===== src/rtl/iob_axi_read_slave_if.sv =====
// Bus bundle for the AXI read slave: AR and R channels plus the synchronous RAM port.
// The slave modport belongs to the bridge; the master modport belongs to the AXI master and RAM.
interface iob_axi_read_slave_if #(
  parameter int AXI_ADDR_W = 24,
  parameter int AXI_DATA_W = 32,
  parameter int AXI_ID_W   = 1,
  parameter int AXI_LEN_W  = 8
);
  localparam int NBYTES_W   = $clog2(AXI_DATA_W / 8);
  localparam int MEM_ADDR_W = AXI_ADDR_W - NBYTES_W;

  logic [AXI_ID_W-1:0]   axi_arid_i;
  logic [AXI_ADDR_W-1:0] axi_araddr_i;
  logic [AXI_LEN_W-1:0]  axi_arlen_i;
  logic [2:0]            axi_arsize_i;
  logic [1:0]            axi_arburst_i;
  logic                  axi_arvalid_i;
  logic                  axi_arready_o;

  logic [AXI_ID_W-1:0]   axi_rid_o;
  logic [AXI_DATA_W-1:0] axi_rdata_o;
  logic [1:0]            axi_rresp_o;
  logic                  axi_rlast_o;
  logic                  axi_rvalid_o;
  logic                  axi_rready_i;

  logic                  mem_en_o;
  logic [MEM_ADDR_W-1:0] mem_addr_o;
  logic [AXI_DATA_W-1:0] mem_rdata_i;

  modport slave (
    input  axi_arid_i, axi_araddr_i, axi_arlen_i, axi_arsize_i, axi_arburst_i, axi_arvalid_i,
    output axi_arready_o,
    output axi_rid_o, axi_rdata_o, axi_rresp_o, axi_rlast_o, axi_rvalid_o,
    input  axi_rready_i,
    output mem_en_o, mem_addr_o,
    input  mem_rdata_i
  );

  modport master (
    output axi_arid_i, axi_araddr_i, axi_arlen_i, axi_arsize_i, axi_arburst_i, axi_arvalid_i,
    input  axi_arready_o,
    input  axi_rid_o, axi_rdata_o, axi_rresp_o, axi_rlast_o, axi_rvalid_o,
    output axi_rready_i,
    input  mem_en_o, mem_addr_o,
    output mem_rdata_i
  );
endinterface


===== src/rtl/iob_axi_read_slave.sv =====
// AXI4 read-only slave in front of a single-cycle synchronous RAM: one burst at a time,
// one RAM fetch per beat, unsupported bursts answered with SLVERR beats.
module iob_axi_read_slave #(
  parameter int AXI_ADDR_W = 24,
  parameter int AXI_DATA_W = 32,
  parameter int AXI_ID_W   = 1,
  parameter int AXI_LEN_W  = 8
) (
  input logic                 clk_i,
  input logic                 reset_i,
  iob_axi_read_slave_if.slave axi
);
  localparam int NBYTES_W   = $clog2(AXI_DATA_W / 8);
  localparam int MEM_ADDR_W = AXI_ADDR_W - NBYTES_W;

  localparam logic [1:0] BURST_INCR  = 2'b01;
  localparam logic [1:0] RESP_OKAY   = 2'b00;
  localparam logic [1:0] RESP_SLVERR = 2'b10;

  localparam logic [AXI_LEN_W-1:0]  LEN_ONE  = 1;
  localparam logic [MEM_ADDR_W-1:0] ADDR_ONE = 1;
  localparam logic [2:0]            BEAT_SIZE = 3'(NBYTES_W);

  typedef enum logic [1:0] {
    IDLE,
    FETCH,
    SEND,
    ERR
  } state_t;

  state_t                state_q;
  state_t                state_d;
  logic [AXI_ID_W-1:0]   id_q;
  logic [MEM_ADDR_W-1:0] addr_q;
  logic [AXI_LEN_W-1:0]  len_q;
  logic [1:0]            burst_q;
  logic [AXI_LEN_W-1:0]  cnt_q;

  logic ar_hs;
  logic req_legal;
  logic beating;
  logic r_hs;
  logic last_beat;

  always_comb begin
    ar_hs     = (state_q == IDLE) && axi.axi_arvalid_i;
    req_legal = (axi.axi_arsize_i == BEAT_SIZE) && !axi.axi_arburst_i[1];
    beating   = (state_q == SEND) || (state_q == ERR);
    r_hs      = beating && axi.axi_rready_i;
    last_beat = (cnt_q == len_q);
  end

  always_ff @(posedge clk_i or posedge reset_i) begin
    if (reset_i) begin
      state_q <= IDLE;
    end else begin
      state_q <= state_d;
    end
  end

  // Every beat of a good burst takes a FETCH cycle for the RAM read, then waits in SEND.
  always_comb begin
    state_d = state_q;
    case (state_q)
      IDLE: begin
        if (ar_hs) begin
          state_d = req_legal ? FETCH : ERR;
        end
      end
      FETCH: begin
        state_d = SEND;
      end
      SEND: begin
        if (axi.axi_rready_i) begin
          state_d = last_beat ? IDLE : FETCH;
        end
      end
      ERR: begin
        if (axi.axi_rready_i && last_beat) begin
          state_d = IDLE;
        end
      end
      default: begin
        state_d = IDLE;
      end
    endcase
  end

  always_ff @(posedge clk_i or posedge reset_i) begin
    if (reset_i) begin
      id_q    <= '0;
      addr_q  <= '0;
      len_q   <= '0;
      burst_q <= '0;
      cnt_q   <= '0;
    end else if (ar_hs) begin
      id_q    <= axi.axi_arid_i;
      addr_q  <= axi.axi_araddr_i[AXI_ADDR_W-1:NBYTES_W];
      len_q   <= axi.axi_arlen_i;
      burst_q <= axi.axi_arburst_i;
      cnt_q   <= '0;
    end else if (r_hs && !last_beat) begin
      cnt_q <= cnt_q + LEN_ONE;
      // The word address rolls over at the top of RAM; FIXED bursts reread the same word.
      if ((state_q == SEND) && (burst_q == BURST_INCR)) begin
        addr_q <= addr_q + ADDR_ONE;
      end
    end
  end

  // RAM data is held until the next enable, so passing it straight through keeps rdata stable.
  always_comb begin
    axi.axi_arready_o = (state_q == IDLE);
    axi.axi_rvalid_o  = beating;
    axi.axi_rlast_o   = beating && last_beat;
    axi.axi_rid_o     = id_q;
    axi.axi_rdata_o   = '0;
    axi.axi_rresp_o   = RESP_OKAY;
    axi.mem_en_o      = (state_q == FETCH);
    axi.mem_addr_o    = addr_q;
    if (state_q == SEND) begin
      axi.axi_rdata_o = axi.mem_rdata_i;
    end
    if (state_q == ERR) begin
      axi.axi_rresp_o = RESP_SLVERR;
    end
  end
endmodule


===== src/flat_wrapper.sv =====
// flat-port wrapper written by rule: the top's interface ports become plain ports
module iob_axi_read_slave_flat 
#(
  parameter int AXI_ADDR_W = 24,
  parameter int AXI_DATA_W = 32,
  parameter int AXI_ID_W   = 1,
  parameter int AXI_LEN_W  = 8
)
  (clk_i, reset_i, axi_axi_arid_i, axi_axi_araddr_i, axi_axi_arlen_i, axi_axi_arsize_i, axi_axi_arburst_i, axi_axi_arvalid_i, axi_axi_arready_o, axi_axi_rid_o, axi_axi_rdata_o, axi_axi_rresp_o, axi_axi_rlast_o, axi_axi_rvalid_o, axi_axi_rready_i, axi_mem_en_o, axi_mem_addr_o, axi_mem_rdata_i);
  iob_axi_read_slave_if #(.AXI_ADDR_W(AXI_ADDR_W), .AXI_DATA_W(AXI_DATA_W), .AXI_ID_W(AXI_ID_W), .AXI_LEN_W(AXI_LEN_W)) axi_i ();
  input logic clk_i;
  input logic reset_i;
  input wire logic [$bits(axi_i.axi_arid_i)-1:0] axi_axi_arid_i;
  input wire logic [$bits(axi_i.axi_araddr_i)-1:0] axi_axi_araddr_i;
  input wire logic [$bits(axi_i.axi_arlen_i)-1:0] axi_axi_arlen_i;
  input wire logic [$bits(axi_i.axi_arsize_i)-1:0] axi_axi_arsize_i;
  input wire logic [$bits(axi_i.axi_arburst_i)-1:0] axi_axi_arburst_i;
  input wire logic [$bits(axi_i.axi_arvalid_i)-1:0] axi_axi_arvalid_i;
  output wire logic [$bits(axi_i.axi_arready_o)-1:0] axi_axi_arready_o;
  output wire logic [$bits(axi_i.axi_rid_o)-1:0] axi_axi_rid_o;
  output wire logic [$bits(axi_i.axi_rdata_o)-1:0] axi_axi_rdata_o;
  output wire logic [$bits(axi_i.axi_rresp_o)-1:0] axi_axi_rresp_o;
  output wire logic [$bits(axi_i.axi_rlast_o)-1:0] axi_axi_rlast_o;
  output wire logic [$bits(axi_i.axi_rvalid_o)-1:0] axi_axi_rvalid_o;
  input wire logic [$bits(axi_i.axi_rready_i)-1:0] axi_axi_rready_i;
  output wire logic [$bits(axi_i.mem_en_o)-1:0] axi_mem_en_o;
  output wire logic [$bits(axi_i.mem_addr_o)-1:0] axi_mem_addr_o;
  input wire logic [$bits(axi_i.mem_rdata_i)-1:0] axi_mem_rdata_i;
  assign axi_i.axi_arid_i = axi_axi_arid_i;
  assign axi_i.axi_araddr_i = axi_axi_araddr_i;
  assign axi_i.axi_arlen_i = axi_axi_arlen_i;
  assign axi_i.axi_arsize_i = axi_axi_arsize_i;
  assign axi_i.axi_arburst_i = axi_axi_arburst_i;
  assign axi_i.axi_arvalid_i = axi_axi_arvalid_i;
  assign axi_axi_arready_o = axi_i.axi_arready_o;
  assign axi_axi_rid_o = axi_i.axi_rid_o;
  assign axi_axi_rdata_o = axi_i.axi_rdata_o;
  assign axi_axi_rresp_o = axi_i.axi_rresp_o;
  assign axi_axi_rlast_o = axi_i.axi_rlast_o;
  assign axi_axi_rvalid_o = axi_i.axi_rvalid_o;
  assign axi_i.axi_rready_i = axi_axi_rready_i;
  assign axi_mem_en_o = axi_i.mem_en_o;
  assign axi_mem_addr_o = axi_i.mem_addr_o;
  assign axi_i.mem_rdata_i = axi_mem_rdata_i;
  iob_axi_read_slave #(.AXI_ADDR_W(AXI_ADDR_W), .AXI_DATA_W(AXI_DATA_W), .AXI_ID_W(AXI_ID_W), .AXI_LEN_W(AXI_LEN_W)) u_core (.clk_i(clk_i), .reset_i(reset_i), .axi(axi_i));
endmodule

===== config.mk =====
export PLATFORM = sky130hd
export DESIGN_NAME = iob_axi_read_slave_flat
export DESIGN_NICKNAME = d
export VERILOG_FILES = /design/src/rtl/iob_axi_read_slave_if.sv /design/src/rtl/iob_axi_read_slave.sv /design/src/flat_wrapper.sv
export SDC_FILE = /design/constraint.sdc
export NUM_CORES = 1
export LEC_CHECK = 0
export ABC_CLOCK_PERIOD_IN_PS = 4950
export CORE_ASPECT_RATIO = 1.1
export CORE_UTILIZATION = 35
export DETAILED_ROUTE_END_ITERATION = 8
export PLACE_DENSITY = 0.73
export SYNTH_ARGS = -nofsm -noshare
export SYNTH_HDL_FRONTEND = slang
export SYNTH_SLANG_ARGS = --single-unit

===== constraint.sdc =====
create_clock -name clk_i -period 4.95 [get_ports clk_i]
set_input_delay 1.2375 -clock clk_i [delete_from_list [all_inputs] [get_ports clk_i]]
set_output_delay 1.2375 -clock clk_i [all_outputs]
set_load 0.005 [all_outputs]

# Yosys cells after proc, flatten, opt, wreduce, memory -nomap -nowiden
# Cells that the tools add are included.
totals:
  register_bits: 43
  input_bits: 74
  elab_cells: 45
classes:
  addsub: 2
  eq_ne: 9
  mux: 13
  n_reduce_logical: 15
ops:
  columns: ["operator", "count"]
  rows:
  - ["22-bit 2-to-1 mux", 3]
  - ["32-bit 2-to-1 mux", 1]
  - ["22-bit by 1-bit adder with 22-bit output, second input constant", 1]
  - ["8-bit 2-to-1 mux", 2]
  - ["2-bit 2-to-1 mux", 5]
  - ["8-bit by 1-bit adder with 8-bit output, second input constant", 1]
  - ["8-bit == test", 1]
  - ["2-bit case mux with 4 select lines", 1]
  - ["1-bit logical AND", 7]
  - ["2-bit by 1-bit == test with 1-bit output, second input constant", 2]
  - ["2-bit == test, second input constant", 2]
  - ["2-bit by 1-bit inequality test with 1-bit output, second input constant", 2]
  - ["2-bit nonzero test", 2]
  - ["3-bit by 2-bit == test with 1-bit output, second input constant", 1]
  - ["3-bit AND reduction", 1]
  - ["1-bit zero test", 2]
  - ["2-bit zero test", 1]
  - ["2-bit inequality test, second input constant", 1]
  - ["2-bit AND reduction", 1]
  - ["1-bit logical OR", 1]
  - ["1-bit 2-to-1 mux", 1]

# Depth between registers and ports, before layout
depth:
  word_depth: 6
  mapped_depth: 8
  mapped_depth_nobuf: 7

# Worst setup path after synthesis
# No wires, ideal clock.
synth_timing:
  path_type: "input-to-output"
  from: "input axi_mem_rdata_i[0]"
  to: "output axi_axi_rdata_o[0]"
  arrival_time_ps: 1362
  t_required_ps: 3713
  setup_slack_ps: 2350
  cell_stages: 1
  n_path_buf: 0
  cell_sequence: "and2_1"
synth_between:
  elab_chain_len: 1
synth_lines:
  columns: ["element", "line", "rtl"]
  rows:
  - ["start: declaration", "flat_wrapper.sv:28", "input wire logic [$bits(axi_i.mem_rdata_i)-1:0] axi_mem_rdata_i;"]
  - ["32-bit 2-to-1 mux", "iob_axi_read_slave.sv:121", "if (state_q == SEND) begin"]
  - ["end: declaration", "flat_wrapper.sv:21", "output wire logic [$bits(axi_i.axi_rdata_o)-1:0] axi_axi_rdata_o;"]
# Every way passes these cells.

# Worst setup path after layout
layout_timing:
  from: "input axi_mem_rdata_i[30]"
  to: "output axi_axi_rdata_o[30]"
# Same word-level chain as after synthesis.

==> summary.txt <==
==================================================================================
Clock Tree Root .....................................................     clkbuf_8
Worst-margin pin slew ...............................................       762 ps
Uppermost metal layer occupied by signal nets .......................         met4
# port buffers ......................................................          131
Overall fraction of global-route tracks in use ......................        0.197
Hold path endpoint .................................................. u_core.burst_q[1]
Die width ...........................................................      82.5 um
Post-detailed-route via-to-cell ratio ...............................         4.96
Clock sink total ....................................................           43
Sum of met3 wire segment lengths after detailed routing .............       353 um
Number of CTS-inserted buffers ......................................            5
Most common cell after layout, fill and taps aside .................. clkdlybuf4s50_1
Synthesized cell area ...............................................    2490 um^2
Final worst-path cycle share ........................................        0.723
Average wire length per cell after detail routing ...................      14.4 um
Total of endpoints with negative setup slack in the final report ....            0
Vias in the first global route ......................................         2423
Total global routing overflow .......................................            0
Worst slack at placement ............................................      1370 ps
Post-layout minimum cycle time ......................................      3580 ps
HPWL after DPL ......................................................      5280 um
Global-route wire length before repair ..............................     11400 um
I/O pin count .......................................................          135
Power per cell area .................................................  463 nW/um^2
Final hold violations ...............................................            0
Final setup margin ..................................................      1370 ps
Worst clock skew ....................................................      11.8 ps
Beginning of the worst hold path .................................... u_core.burst_q[1]
Category of the worst setup path capture point ...................... primary output
CTS Hold Buffers Added ..............................................            0
Wire length on met2 .................................................      3620 um
Initial DRC Count ...................................................          129
Pre-antenna DRT Iters ...............................................            4
#FFs+latches synth ..................................................           43
Count of synthesis-stage warnings from yosys ........................            0
Clock Pin Slew Worst Setup and Hold Paths ...........................        80 ps
Share of final-layout standard cells stronger than drive strength 1 .       0.0427
Die span in y .......................................................      90.5 um
Post-Layout Cell Count ..............................................          504
Crit path required time .............................................      3710 ps
Area Growth Syn to Fin ..............................................        59.5%
Overall via count from detail_route .................................         2500
CTS tree ............................................................         done
Peak supply drop ....................................................     0.230 mV
Post-layout utilization of the core .................................        0.589
Synth Area per Inst .................................................    8.45 um^2
Count of cell types in the netlist ..................................           46
Remaining antenna violation count ...................................            0
Largest net degree at the start of global routing ...................           44
Proportion of synthesized chip area in sequential cells .............        0.432
Pleak ...............................................................      1.60 nW
Startpoint of the worst register-to-register path ................... u_core.state_q[1]
Number of cells in the design after placement .......................          496
Insertion delay to the later sink of the worst-skew pair ............       310 ps
RSZ-0062 raised after global routing ................................        false
Outcome ............................................................. finished, final reports clean
Antenna diode count .................................................            0
WS Path Type ........................................................ input pin to primary output
Critical path arrival ...............................................      2340 ps
Worst reg2reg endpoint .............................................. u_core.axi.mem_addr_o[8]
Hold/Removal Path Class ............................................. flop to flop
Maximum number of buffers from clock root to sink ...................            2
Final-report max-slew violation count ...............................            0
Drc violations ......................................................            0
Highest-count cells in the layout ignoring fill and taps ............ 131 x clkdlybuf4s50_1, 53 x nand2_1, 43 x dfrtp_1
H-tree Lvls .........................................................            2
Number of cells on the worst hold path ..............................            2
Post-route worst hold slack .........................................       485 ps
Crit Path Max Fanout ................................................            1
Cells resized by post-CTS repair ....................................            0
Core Footprint ......................................................    6750 um^2
Startpoint kind of the worst setup timing path ......................    input pin
Cell depth of the worst flop-to-flop path ...........................            5
Worst reg-to-reg setup slack ........................................      2710 ps
Die area ............................................................    7460 um^2
Post-synth net total ................................................          371
Placer Congestion ...................................................        0.793
Number of instances in the synthesized netlist ......................          295
Antenna violations before repair ....................................            0
Max transition margin ...............................................        0.492
Final Routed Wirelength .............................................      7240 um
Total negative slack for setup checks ...............................         0 ps
Max-cap violations ..................................................            0
Count of fill cells added during filler insertion ...................          640
Final-stage net count ...............................................          497
Effective utilization at floorplan ..................................        0.369
Post-CTS setup buffer count .........................................            0
Total number of placement rows ......................................           31
Post-Route M1 WL ....................................................      3160 um
Highest clock rate ..................................................      279 MHz
==================================================================================
## worst max-delay path, cell delays in order
cell             delay (ps)
clkdlybuf4s50_1         450
and2_1                  140
clkdlybuf4s50_1         510
## report_power, final
group	total (mW)	internal [mW]	switching (mW)
Combinational	0.858	0.538	0.320
Clock	0.285	0.152	0.133
Sequential	0.697	0.512	0.185
Total	1.84	1.20	0.638
## synth_stat cells, drive strengths merged
library cell | number | area [um^2]
a211oi | 2 | 15.0
a21o | 1 | 7.51
a21oi | 8 | 40.0
a221o | 3 | 30.0
a22o | 1 | 8.76
a311oi | 2 | 17.5
a31o | 2 | 17.5
a31oi | 1 | 6.26
a32oi | 1 | 8.76
and2 | 37 | 231
and2b | 1 | 10.0
and3 | 3 | 18.8
and4 | 1 | 8.76
and4b | 1 | 10.0
buf | 6 | 41.3
clkbuf | 10 | 37.5
conb | 1 | 3.75
dfrtp | 43 | 1080
ha | 2 | 25.0
inv | 8 | 30.0
mux2i | 1 | 10.0
nand2 | 53 | 199
nand2b | 2 | 12.5
nand3 | 9 | 45.0
nand4 | 4 | 25.0
nor2 | 23 | 86.3
nor2b | 2 | 12.5
nor3 | 9 | 45.0
nor3b | 2 | 15.0
nor4 | 3 | 18.8
nor4b | 1 | 8.76
o2111ai | 1 | 8.76
o211ai | 1 | 7.51
o21ai | 17 | 85.1
o22ai | 3 | 18.8
o311ai | 1 | 8.76
o31ai | 1 | 7.51
o41ai | 1 | 8.76
or2 | 2 | 12.5
or3 | 2 | 12.5
or4 | 1 | 7.51
xnor2 | 20 | 175
xor2 | 2 | 17.5
## through the flow
stage               power, mW  instance area, um^2
finish                   1.84                 3980
global route             1.97                 3980
CTS                      1.85                 3980
detailed placement       1.56                 3860
global placement         1.54                 3860
floorplan                1.08                 2490
## layout make-up
class / instances / area [um^2] / share of cell area
inverter: 8 / 30.0 / 0.00755
sequential: 43 / 1080 / 0.271
tap: 82 / 103 / 0.0258
multi-input combinational: 228 / 1310 / 0.330
clock buffer: 5 / 68.8 / 0.0173
clock inverter: 3 / 46.3 / 0.0116
timing repair buffer: 135 / 1340 / 0.337
## per-layer routing
metal	up-vias	GRT usage
met5	-	0
met4	0	0.0599
met3	12	0.0343
met2	67	0.329
met1	1173	0.254
li1	1248	-
## logic make-up (layout without fill, tap and decap cells)
family,Yosys count,in the layout,share of synthesized area
and+or+nand+nor,156,156,0.313
AOI/OAI and AO/OA,46,46,0.119
DFF,43,43,0.432
buffers and inverters,24,151,0.0437
xor gates and xnor gates,22,22,0.0773
adders and majority gates,2,2,0.0100
other,1,1,0.00150
muxes,1,1,0.00402
## sequential cells by signal, summed over array words and instances, names as in the netlist
| signal | cells |
|---|---|
| u_core.state_q | 2 |
| u_core.burst_q | 2 |
| u_core.cnt_q | 8 |
| u_core.axi.mem_addr_o | 22 |
| u_core.len_q | 8 |
| u_core.axi.axi_rid_o | 1 |
## worst max path at each step
stage / start / to / slack, ps
global route: u_core.cnt_q[1] / axi_axi_rlast_o / 1300
global placement: axi_mem_rdata_i[24] / axi_axi_rdata_o[24] / 1370
CTS: axi_mem_rdata_i[24] / axi_axi_rdata_o[24] / 1370
finish: axi_mem_rdata_i[30] / axi_axi_rdata_o[30] / 1370
detailed placement: axi_mem_rdata_i[24] / axi_axi_rdata_o[24] / 1370
floorplan: axi_mem_rdata_i[0] / axi_axi_rdata_o[0] / 2350
Note: power is estimated with default switching activity, not from simulation.
==> RTL edit 1, RTL diff (config.mk and constraints unchanged) <==
The 4 states of `state_t` get a one-hot encoding in 4 bits.
--- a/src/rtl/iob_axi_read_slave.sv
+++ b/src/rtl/iob_axi_read_slave.sv
@@ -23,7 +23,7 @@
 
-  typedef enum logic [1:0] {
-    IDLE,
-    FETCH,
-    SEND,
-    ERR
+  typedef enum logic [3:0] {
+    IDLE  = 4'b0001,
+    FETCH = 4'b0010,
+    SEND  = 4'b0100,
+    ERR   = 4'b1000
   } state_t;
Check against the original RTL: no difference found for any inputs over 10 cycles, from zero or initial values and one cycle with reset_i high; not proved beyond that.
==> RTL edit 1 against the unedited design <==
Cell count up 10%. Maximum frequency down 1.9%. Die area up 16%. Total power down 1.7%. Worst setup slack worse by 0.070 ns. Final area up 10%. Utilization down 3.7 points. Routed wire length up 14%. Area after synthesis up 16%. Sequential cell count up 2. Global-route usage up 0.27 points. Critical path type is now reg2out.
==> RTL edit 1: results <==
group,metric,value,unit
logic_synthesis,synth.mux.area_fraction,1.385,%
logic_synthesis,synth-compound-area-share,14.55,%
critical_path,crit_path_start,"u_core.state_q[1]",
pwr,comb_power,0.837,mW
cells_and_area,antenna_cells,0,
cells_and_area,final_layout_size_suffix_gt1_share,7.589,%
logic_synthesis,synth.top_cells.by_count,"nand2_1 (59), dfrtp_1 (44), and2_1 (34)",
pwr,leakage,1.778,nW
timing,fin_skew,0.006085,ns
global_route,grt_util_all_layers,19.95,%
cts,clkSlewWorstSetupHoldPaths,0.08,ns
global_route,grt_start_max_net_pins,46,
logic_synthesis,netlist.area_leader.share,38.10,%
logic_synthesis,yosysSeqAreaShare,39.00,%
cells_and_area,final_nets,523,
logic_synthesis,synthFlopType,"dfrtp_1",
logic_synthesis,async_sr_flop_fraction,100.0,%
placed_design,dp.cells,548,
logic_synthesis,synth_fa_ha_area_share,0.8658,%
global_route,grt_pass1_wl,13390,um
placed_design,hpwl,6432,um
logic_synthesis,synthesis.nets,398,
drt,drt_wl_total,8275,um
drt,first_iter_violations,145,
pwr,vdd_drop_max,0.1841,mV
placed_design,gp_routability_congestion,0.7642,
critical_path,reg2reg_to,"u_core.len_q[4]",
critical_path,r2r_slack,2.40,ns
logic_synthesis,yosys.cell_types.count,49,
drt,wl_per_cell,14.88,um
pwr,power_report.internal_total,1.105,mW
critical_path,critical-path-max-stage-delay,0.63,ns
pwr,portion_of_total_power_attributed_to_the_clock_network,16.0,%
critical_path,cp.arrival,2.41,ns
critical_path,critPathSlowestCell,"nor4b_4",
job,cap_violations,0,
global_route,grt_pass1_vias,2827,
worst_hold_path,worst_hold_path.endpoint,"u_core.burst_q[1]",
critical_path,cp_max_fo,31,
logic_synthesis,syn-mean-instance-area,8.976,um^2
worst_hold_path,holdPathStages,2,
drt,route.detailed.vias_per_inst,5.065,
run_status,outcome,"completed",
logic_synthesis,yosys.area_share.xor_xnor,7.186,%
timing,timing.max_slew.rel_slack,37.79,%
critical_path,timing.rr.start,"u_core.state_q[0]",
logic_synthesis,netlist_top_cells_area,"dfrtp_1 (38%), nand2_1 (7.7%), and2_1 (7.4%)",
-- RTL edit 1: cell count changes in the layout (fill, tap and decap cells not counted), sizes merged, moves of 5 or more --
cell / unedited run / this run
nand3: 9 / 15
xor2: 2 / 9
nand4: 4 / 9
nor2: 23 / 17
xnor2: 20 / 13
or4: 1 / 6
o31ai: 1 / 7
a2111oi: 0 / 5
a21oi: 8 / 15
nor3: 9 / 0
nand2: 53 / 60
-- RTL edit 1: metal layers --
layer	vias to the layer above	GRT usage [%]	routed length (um)
li1	1369	-	-
met1	1330	22.14	3360
met2	108	36.86	4134
met3	9	4.588	685
met4	0	5.707	95
met5	-	0	0
-- RTL edit 1: how the worst max path moves through the flow --
stage	end	slack (ns)	cells after the start
after global placement	axi_axi_rdata_o[31]	1.32	3
final	axi_axi_rdata_o[1]	1.30	4
after CTS	axi_axi_rdata_o[1]	1.26	4
after global routing	axi_axi_rdata_o[10]	1.15	4
after floorplan	axi_axi_rlast_o	2.18	6
after detailed placement	axi_axi_rdata_o[31]	1.32	3
-- RTL edit 1: area by class of cell --
cell class	instances	area, um^2
inverters	9	33.78
clock buffers	7	86.33
well taps	108	135.1
repair buffers	137	1356
flip-flops and latches	45	1127
multi-input cells	249	1623
clock inverters	1	30.03
fillers	759	3563
-- RTL edit 1: stage by stage --
| step | area (um^2) | hold WS [ns] | setup slack [ns] | power [mW] |
|---|---|---|---|---|
| global route | 4392 | 0.5174 | 1.155 | 1.947 |
| CTS | 4392 | 0.4873 | 1.260 | 1.829 |
| global placement | 4275 | 0.4550 | 1.316 | 1.510 |
| floorplan | 2890 | 0.4382 | 2.179 | 1.135 |
| finish | 4392 | 0.4841 | 1.301 | 1.808 |
| detailed placement | 4275 | 0.4663 | 1.319 | 1.532 |
==> RTL edit 2, RTL diff (same settings) <==
Made on the original files. `AXI_ADDR_W` is set to 24 in 3 places; all go to 48.
--- a/src/rtl/iob_axi_read_slave_if.sv
+++ b/src/rtl/iob_axi_read_slave_if.sv
@@ -3,3 +3,3 @@
 interface iob_axi_read_slave_if #(
-  parameter int AXI_ADDR_W = 24,
+  parameter int AXI_ADDR_W = 48,
   parameter int AXI_DATA_W = 32,
--- a/src/rtl/iob_axi_read_slave.sv
+++ b/src/rtl/iob_axi_read_slave.sv
@@ -3,3 +3,3 @@
 module iob_axi_read_slave #(
-  parameter int AXI_ADDR_W = 24,
+  parameter int AXI_ADDR_W = 48,
   parameter int AXI_DATA_W = 32,
--- a/src/flat_wrapper.sv
+++ b/src/flat_wrapper.sv
@@ -3,3 +3,3 @@
 #(
-  parameter int AXI_ADDR_W = 24,
+  parameter int AXI_ADDR_W = 48,
   parameter int AXI_DATA_W = 32,
Interface: changed (resized axi_axi_araddr_i and axi_mem_addr_o); port bits go from 135 to 183. The function was not compared with the original's and may differ.
==> RTL edit 2 against the unedited design <==
Non-clock buffer count is 54 higher. Routed wire length is 100% higher. Total power is 79% higher. Largest power group unchanged. Die area is 76% higher. Sequential cell count is 24 higher. Area after synthesis is 79% higher. Critical path depth stayed put. Worst setup slack worse by 0.014 ns. Critical endpoint is now axi_axi_rdata_o[5]. Final area is 68% higher. Cell count is 69% higher. Sequential power is 66% higher.
==> RTL edit 2: results <==
group,metric,value,unit
cells_and_area,final_nets,791,
cts,clkSlewWorstSetupHoldPaths,0.05,ns
logic_synthesis,yosys.cell_types.count,62,
timing,timing.max_slew.rel_slack,38.60,%
drt,met3RoutedLength,1347,um
critical_path,reg2regPathDepth,7,
critical_path,timing.rr.start,"u_core.state_q[1]",
global_route,grt_util_all_layers,22.25,%
logic_synthesis,number_of_warning_messages_in_the_yosys_log,0,
cells_and_area,layout.filler_cells,1141,
drt,highest_layer,"met4",
cts,clk_root_buffer_cell,"clkbuf_16",
global_route,antenna_found_initial,1,
placed_design,port_buffers,179,
placed_design,placed_cell_area,6350,um^2
cells_and_area,register_area,1677,um^2
global_route,grt_start_max_net_pins,38,
worst_hold_path,worst_hold_path.endpoint,"u_core.burst_q[1]",
placed_design,hpwl,10810,um
drt,met2_wirelength,7087,um
cts,cts-buffers-inserted,9,
timing,fin_skew,0.01063,ns
critical_path,cp.arrival,2.36,ns
critical_path,critPathSlowestCell,"clkdlybuf4s50_1",
pwr,leakage,2.641,nW
cts,worst_skew_pair.late_latency,0.34,ns
critical_path,r2r_slack,2.10,ns
critical_path,critical-path-max-stage-delay,0.50,ns
placed_design,gp_routability_congestion,0.8352,
cts,cts_resized,0,
logic_synthesis,synthesis.nets,628,
drt,first_iter_violations,295,
cells_and_area,final_layout_size_suffix_gt1_share,8.046,%
cts,h-tree-depth,3,
pwr,vdd_drop_max,0.2077,mV
critical_path,reg2reg_to,"u_core.axi.mem_addr_o[5]",
drt,drt_first_pass_iters,6,
cts,clock_tree.buffer_depth,2,
placed_design,place_ws,1.095,ns
worst_hold_path,holdCritStartpoint,"u_core.burst_q[1]",
worst_hold_path,holdPathStages,2,
drt,met1_length,5967,um
cts,post_cts_buffers,0,
logic_synthesis,netlist_top_cells_area,"dfrtp_1 (38%), nand2_1 (6.6%), and2_1 (5.3%)",
floorplan,die_area,13170,um^2
global_route,grt_pass1_wl,22780,um
logic_synthesis,async_sr_flop_fraction,100.0,%
run_status,outcome,"completed",
worst_hold_path,min-delay-path-class,"reg2reg",
logic_synthesis,yosysSeqAreaShare,37.68,%
critical_path,cp_max_fo,1,
cells_and_area,largest_reg_flops,46,
drt,wl_per_cell,17.16,um
global_route,grt_pass1_vias,4530,
timing,hold-worst-slack,0.4713,ns
drt,route.detailed.vias_per_inst,5.639,
critical_path,worst_path_dominant_cell_family,"buffers and inverters",
logic_synthesis,synth.top_cells.by_count,"nand2_1 (78), dfrtp_1 (67), nor2_1 (48)",
-- RTL edit 2: cell types whose count changed after synthesis, moves of 10 or more --
cell and delta:
mux2i_1 +16, nand3_1 +16, nand4_1 +20, clkbuf_1 +13
dfrtp_1 +24, a31oi_1 +17, o21ai_0 -11, nor4_1 +10
nor2_1 +25, nand2_1 +25
-- RTL edit 2: worst max path at each step --
stage	start	endpoint	slack [ns]	depth (start not counted)
final	axi_mem_rdata_i[5]	axi_axi_rdata_o[5]	1.36	3
after global routing	axi_axi_rready_i	u_core.axi.mem_addr_o[5]	1.30	7
after CTS	axi_mem_rdata_i[26]	axi_axi_rdata_o[26]	1.35	3
after detailed placement	axi_axi_rready_i	u_core.axi.mem_addr_o[5]	1.09	7
after global placement	axi_axi_rready_i	u_core.axi.mem_addr_o[5]	1.14	7
after floorplan	reset_i	u_core.axi.axi_rid_o	2.03	1
-- RTL edit 2: worst min-delay path, delay by kind of cell (launching register included) --
kind | cells | cell delay [ns]
flops | 1 | 0.33
simple gates | 2 | 0.11
-- RTL edit 2: layout make-up --
cell class | instances | share of cell area (%)
timing repair buffer | 189 | 28.02
tap | 154 | 2.893
sequential | 67 | 25.17
multi-input combinational | 413 | 38.62
inverter | 11 | 0.6198
clock buffer | 10 | 3.437
antenna | 1 | 0.03757
clock inverter | 6 | 1.202
-- RTL edit 2: where the power goes --
part           leakage, nW  internal (mW)  total (mW)  switching [mW]
Clock                0.156          0.437       0.677           0.240
Sequential           0.784          0.799        1.16           0.365
Combinational         1.70          0.873        1.46           0.582
Total                 2.64           2.11        3.30            1.19
-- RTL edit 2: cell families (layout without fill, tap and decap cells) --
group | after synthesis | in the layout | synth area share [%]
muxes | 24 | 24 | 5.596
and+or+nand+nor | 290 | 290 | 34.48
other | 1 | 2 | 0.08428
xor gates and xnor gates | 12 | 12 | 2.362
AOI/OAI and AO/OA | 84 | 84 | 14.29
adders and majority gates | 2 | 2 | 0.5623
DFF | 67 | 67 | 37.68
buffers and inverters | 48 | 216 | 4.949
-- RTL edit 2: routing by layer --
| metal | GRT usage, % | vias up |
|---|---|---|
| met4 | 7.500 | 0 |
| li1 | - | 2265 |
| met3 | 5.283 | 23 |
| met1 | 27.61 | 2279 |
| met2 | 37.54 | 232 |
| met5 | 0 | - |
-- RTL edit 2: stage by stage --
| step | cells | total power [mW] |
|---|---|---|
| floorplan | 528 | 1.797 |
| global placement | 834 | 2.575 |
| detailed placement | 834 | 2.624 |
| CTS | 850 | 3.314 |
| global route | 850 | 3.516 |
| finish | 851 | 3.296 |
